`src/rtl/bcd_entry_to_signed.sv`:
```
// Decimal-entry front end: accumulates BCD digits into a 12-bit magnitude with a
// pending sign, and commits a 13-bit two's-complement value on enter.
module bcd_entry_to_signed (
  input  logic        clk,
  input  logic        reset_n,
  input  logic [3:0]  digit_in,
  input  logic        digit_valid,
  output logic        digit_ready,
  input  logic        neg_toggle,
  input  logic        clear,
  input  logic        enter,
  output logic [12:0] num,
  output logic        num_valid,
  output logic [12:0] entry,
  output logic [2:0]  digit_count,
  output logic        err
);

  typedef enum logic [1:0] {
    IDLE = 2'd0,
    MUL  = 2'd1,
    ADD  = 2'd2
  } state_t;

  state_t             state, state_nx;
  logic [11:0]        acc, acc_nx;
  logic               neg, neg_nx;
  logic [2:0]         count, count_nx;
  logic               err_nx;
  logic [12:0]        num_nx;
  logic               num_valid_nx;
  logic [3:0]         digit_p0, digit_p0_nx;
  logic [15:0]        prod_p1, prod_p1_nx;
  logic [16:0]        sum_p2;
  logic               reject_p2;
  logic signed [12:0] entry_s;

  function automatic logic signed [12:0] apply_sign(input logic n, input logic [11:0] mag);
    logic signed [12:0] ext;
    ext = signed'({1'b0, mag});
    return n ? (~ext + 13'sd1) : ext;
  endfunction

  function automatic logic [15:0] times_ten(input logic [11:0] a);
    return ({4'b0, a} << 3) + ({4'b0, a} << 1);
  endfunction

  assign entry_s     = apply_sign(neg, acc);
  assign entry       = entry_s;
  assign digit_count = count;
  assign digit_ready = (state == IDLE);

  // ADD stage: a full register, an overflowing sum or a non-BCD digit all reject
  assign sum_p2    = {1'b0, prod_p1} + {13'b0, digit_p0};
  assign reject_p2 = (count == 3'd4) || (sum_p2 > 17'd4095) || (digit_p0 > 4'd9);

  always_comb begin
    state_nx     = state;
    acc_nx       = acc;
    neg_nx       = neg;
    count_nx     = count;
    err_nx       = err;
    num_nx       = num;
    num_valid_nx = 1'b0;
    digit_p0_nx  = digit_p0;
    prod_p1_nx   = prod_p1;
    if (clear) begin
      state_nx = IDLE;
      acc_nx   = 12'd0;
      neg_nx   = 1'b0;
      count_nx = 3'd0;
      err_nx   = 1'b0;
    end else begin
      case (state)
        IDLE: begin
          if (enter) begin
            num_nx       = apply_sign(neg, acc);
            num_valid_nx = 1'b1;
            acc_nx       = 12'd0;
            neg_nx       = 1'b0;
            count_nx     = 3'd0;
            err_nx       = 1'b0;
          end else if (neg_toggle) begin
            neg_nx = ~neg;
          end else if (digit_valid) begin
            digit_p0_nx = digit_in;
            state_nx    = MUL;
          end
        end
        MUL: begin
          prod_p1_nx = times_ten(acc);
          state_nx   = ADD;
        end
        ADD: begin
          if (reject_p2) begin
            err_nx = 1'b1;
          end else begin
            acc_nx   = sum_p2[11:0];
            count_nx = count + 3'd1;
          end
          state_nx = IDLE;
        end
        default: state_nx = IDLE;
      endcase
    end
  end

  always_ff @(posedge clk or negedge reset_n) begin
    if (!reset_n) begin
      state     <= IDLE;
      acc       <= 12'd0;
      neg       <= 1'b0;
      count     <= 3'd0;
      err       <= 1'b0;
      num       <= 13'd0;
      num_valid <= 1'b0;
      digit_p0  <= 4'd0;
      prod_p1   <= 16'd0;
    end else begin
      state     <= state_nx;
      acc       <= acc_nx;
      neg       <= neg_nx;
      count     <= count_nx;
      err       <= err_nx;
      num       <= num_nx;
      num_valid <= num_valid_nx;
      digit_p0  <= digit_p0_nx;
      prod_p1   <= prod_p1_nx;
    end
  end

endmodule

```
`config.mk`:
```
export PLATFORM = sky130hd
export DESIGN_NAME = bcd_entry_to_signed
export DESIGN_NICKNAME = d
export VERILOG_FILES = /design/src/rtl/bcd_entry_to_signed.sv
export SDC_FILE = /design/constraint.sdc
export NUM_CORES = 1
export LEC_CHECK = 0
export ABC_AREA = 1
export BUFFER_PORTS_ARGS = -buffer_cell sky130_fd_sc_hd__buf_2
export CORE_MARGIN = 3
export CORE_UTILIZATION = 58
export DETAILED_ROUTE_END_ITERATION = 7
export GPL_ROUTABILITY_DRIVEN = 0
export GPL_TIMING_DRIVEN = 0
export PLACE_DENSITY = 0.85
export SLEW_MARGIN = 30
export SYNTH_ARGS = -nofsm -noshare
export SYNTH_HDL_FRONTEND = slang
export SYNTH_SLANG_ARGS = --single-unit
export TNS_END_PERCENT = 100
```
`constraint.sdc`:
```
create_clock -name clk -period 2.3 [get_ports clk]
set_input_delay 0.345 -clock clk [delete_from_list [all_inputs] [get_ports clk]]
set_output_delay 0.345 -clock clk [all_outputs]
set_load 0.02 [all_outputs]
```
==> impl_results.md <==
- Flop pwr share: 54.1%
- Syn nets: 460
- Largest net degree at the start of global routing: 53
- Worst VDD drop: 0.0002709 V
- Status: completed
- Yosys cell types: 29
- Total die area: 6415 um^2
- Htree depth: 2
- Post-Layout Cell Count: 555
- Switching power: 0.0004758 W
- Cell Rows: 26
- CTS max path bufs: 2
- Final min period: 2.195 ns
- DR pass1 iterations: 7
- Register-to-register setup slack: 0.14 ns
- Critical path arrival: 1.85 ns
- Critical Path Sink Type: output pin
- First-pass GRT wire length: 12810 um
- Pwr Density: 486.6 nW/um^2
- Post-route ant nets: 0
- Drt initial violations: 214
- CTS clk-pin slew, worst paths: 0.10 ns
- DR vias/cell: 5.335
- Final setup viols: 0
- Number of CTS-inserted buffers: 5
- Worst slew pin tran: 0.6443 ns
- Critical path class: flop to output pin
- Synth Warn #: 0
- Fraction of layout instances using a drive strength above 1: 16.70%
- Placed cells: 543
- Syn_area_per_cell: 7.371 um^2
- Cell Chain, Critical Path: nor2_4 -> nand4_1 -> o31ai_2 -> nand2_1 -> xor2_2 -> buf_6
- Post-synth EDFFs: 0
- Seq cells post-synth: 52
- Startpoint types: flop
- F_max: 455.5 MHz
- Final worst path period share: 95.45%
- Clock network fraction of total power: 35.6%
- Residual DRC: 0
- Setup Skew: 0.01457 ns
- Final Cell Area: 3736 um^2
- Total power: 0.001818 W
- TritonCTS clock tree: yes
- RSZ-0062 raised after global routing: true
- Initial Util: 61.18%
- Req. time, crit path: 1.96 ns
- Yosys top cell area share: 40.86%
- Layout area overhead: 17.33%
- CTS root buffer: clkbuf_8
- Sw frac: 26.18%
- Final hold vios: 0
- CTS sink count: 52
- Initial antenna violation count: 0
- Core area: 5205 um^2
- Netlist Area Pre-Place: 3184 um^2
- Critical path's largest stage delay: 0.49 ns
- # Max-Cap Violations: 0
- Critical path's slowest cell: dfrtp_2
- Placement Cell Area: 3480 um^2
- Final wirelength: 7647 um
- Clock Latency Late Sink: 0.32 ns
- Rel. slew slack: 57.05%
- Io pins: 42
- Detailed placement HPWL: 5524 um
- Die Ht: 80.10 um
- WL/cell: 13.78 um
- Sequential area share after synthesis: 40.86%
- DR vias: 2961
- Logic pwr share: 10.4%
- Vias in the first global route: 2905
- Filler cell count: 425
- Overall Global Routing Usage: 25.36%
- P_int: 0.001342 W
- Die width: 80.10 um
- Hold WC Path Type: input port to async pin
- Count of input and output buffers: 41
- Syn Inst Count: 432
- Final Slew Violations: 0
- Async S/R FF share, synth: 100.0%
- Ranking of synthesized cells by area: dfrtp_1, nand2_1, ha_1, inv_1, nor2_1
- Ant. Diodes: 0
- Worst slack, placed: -0.1653 ns
- Final #Nets: 512
- Post-synth top area cell: dfrtp_1
- Main synth FF type: dfrtp_1
- Leak: 2.049 nW
- Congestion Overflow GR: 0
- Setup WS post-layout: 0.1046 ns
- CP Max Fanout: 6
cells in the final DEF, fill, tap and decap left out, types with 6 or more instances in the layout:
cell type,count
inv_1,39
a21oi_1,14
nand4_1,6
buf_2,38
o21ai_0,25
ha_1,13
xor2_1,9
nor2_1,32
buf_4,9
dfrtp_1,49
nand3_1,19
xnor2_1,11
nand2_1,167
worst paths after layout:
path / startpoint / to / cells after the start
setup reg to reg: acc[2] / prod_p1[11] / 8
min in group clk: clear / neg / 2
hold / removal: reset_n / num[2] / 1
setup / recovery: acc[2] / entry[11] / 6
hold reg to reg: num[1] / num[1] / 2
max in group asynchronous: reset_n / acc[2] / 1
metrics by stage:
step | TNS (ns) | hold slack [ns] | util, %
after detailed placement | -1.918 | 0.4128 | 66.85
final | 0 | 0.03306 | 71.78
after floorplan | 0 | 0.04941 | -
after CTS | 0 | 0.06906 | 69.54
after global routing | -0.06911 | 0.09104 | 71.78
after global placement | -1.471 | 0.4494 | 66.80
cells by family (layout without fill, tap and decap cells):
kind of cell / count (synthesis) / after routing / share of synthesized area (%)
and+or+nand+nor: 241 / 241 / 31.00
DFF: 52 / 52 / 40.86
AOI/OAI and AO/OA: 50 / 50 / 8.566
buffers and inverters: 50 / 103 / 6.248
xor gates and xnor gates: 21 / 21 / 5.776
adders and majority gates: 18 / 18 / 7.544
routing by layer:
metal	up-vias	wire, um	global-route usage, %
met5	-	0	0
met4	0	143	7.264
met3	15	396	4.821
met2	95	3832	44.62
met1	1370	3275	31.59
li1	1481	-	-
area by class of cell:
cell class / count / area [um^2] / share of cell area (%)
multi-input cells: 330 / 1780 / 47.66
flip-flops and latches: 52 / 1305 / 34.93
repair buffers: 47 / 261.5 / 6.999
inverters: 42 / 160.2 / 4.287
well taps: 70 / 87.58 / 2.344
clock buffers: 5 / 68.82 / 1.842
clock inverters: 3 / 46.29 / 1.239
plain buffers: 6 / 26.28 / 0.7033
critical path, delay by kind of cell, from the launching register on:
family	cells	cell delay [ns]
AO/OA/AOI/OAI	1	0.31
XOR/XNOR	1	0.18
buffers and inverters	1	0.14
flip-flops	1	0.49
AND/OR/NAND/NOR	3	0.42
cells in the mapped netlist, drive strengths merged (3+ instances only):
master and number:
a21oi 14, clkbuf 6, dfrtp 52, ha 16
inv 42, nand2 172, nand3 21, nand4 6
nor2 36, nor3 3, o21ai 26, o31ai 4
xnor2 11, xor2 10
registers in the layout, summed over array words and instances (netlist names):
| register | flops |
|---|---|
| neg | 1 |
| num | 13 |
| err | 1 |
| prod_p1 | 15 |
| digit_count | 3 |
| num_valid | 1 |
| digit_p0 | 4 |
| acc | 12 |
| state | 2 |
what timing repair did:
item,CTS,global route
hold buffers,0,0
endpoints found under the setup margin,16,23
pin swaps,0,8
gates resized for setup,5,21
setup buffers,1,5
power by group through the flow:
stage	clock network, W	logic (W)	registers (W)
after floorplan	0	0.000108	0.000990
after global placement	0	0.000166	0.000992
after detailed placement	0	0.000171	0.000993
after CTS	0.000661	0.000181	0.000974
after global routing	0.000700	0.000215	0.000988
final	0.000647	0.000188	0.000983
Power figures use the tool's default switching activity.
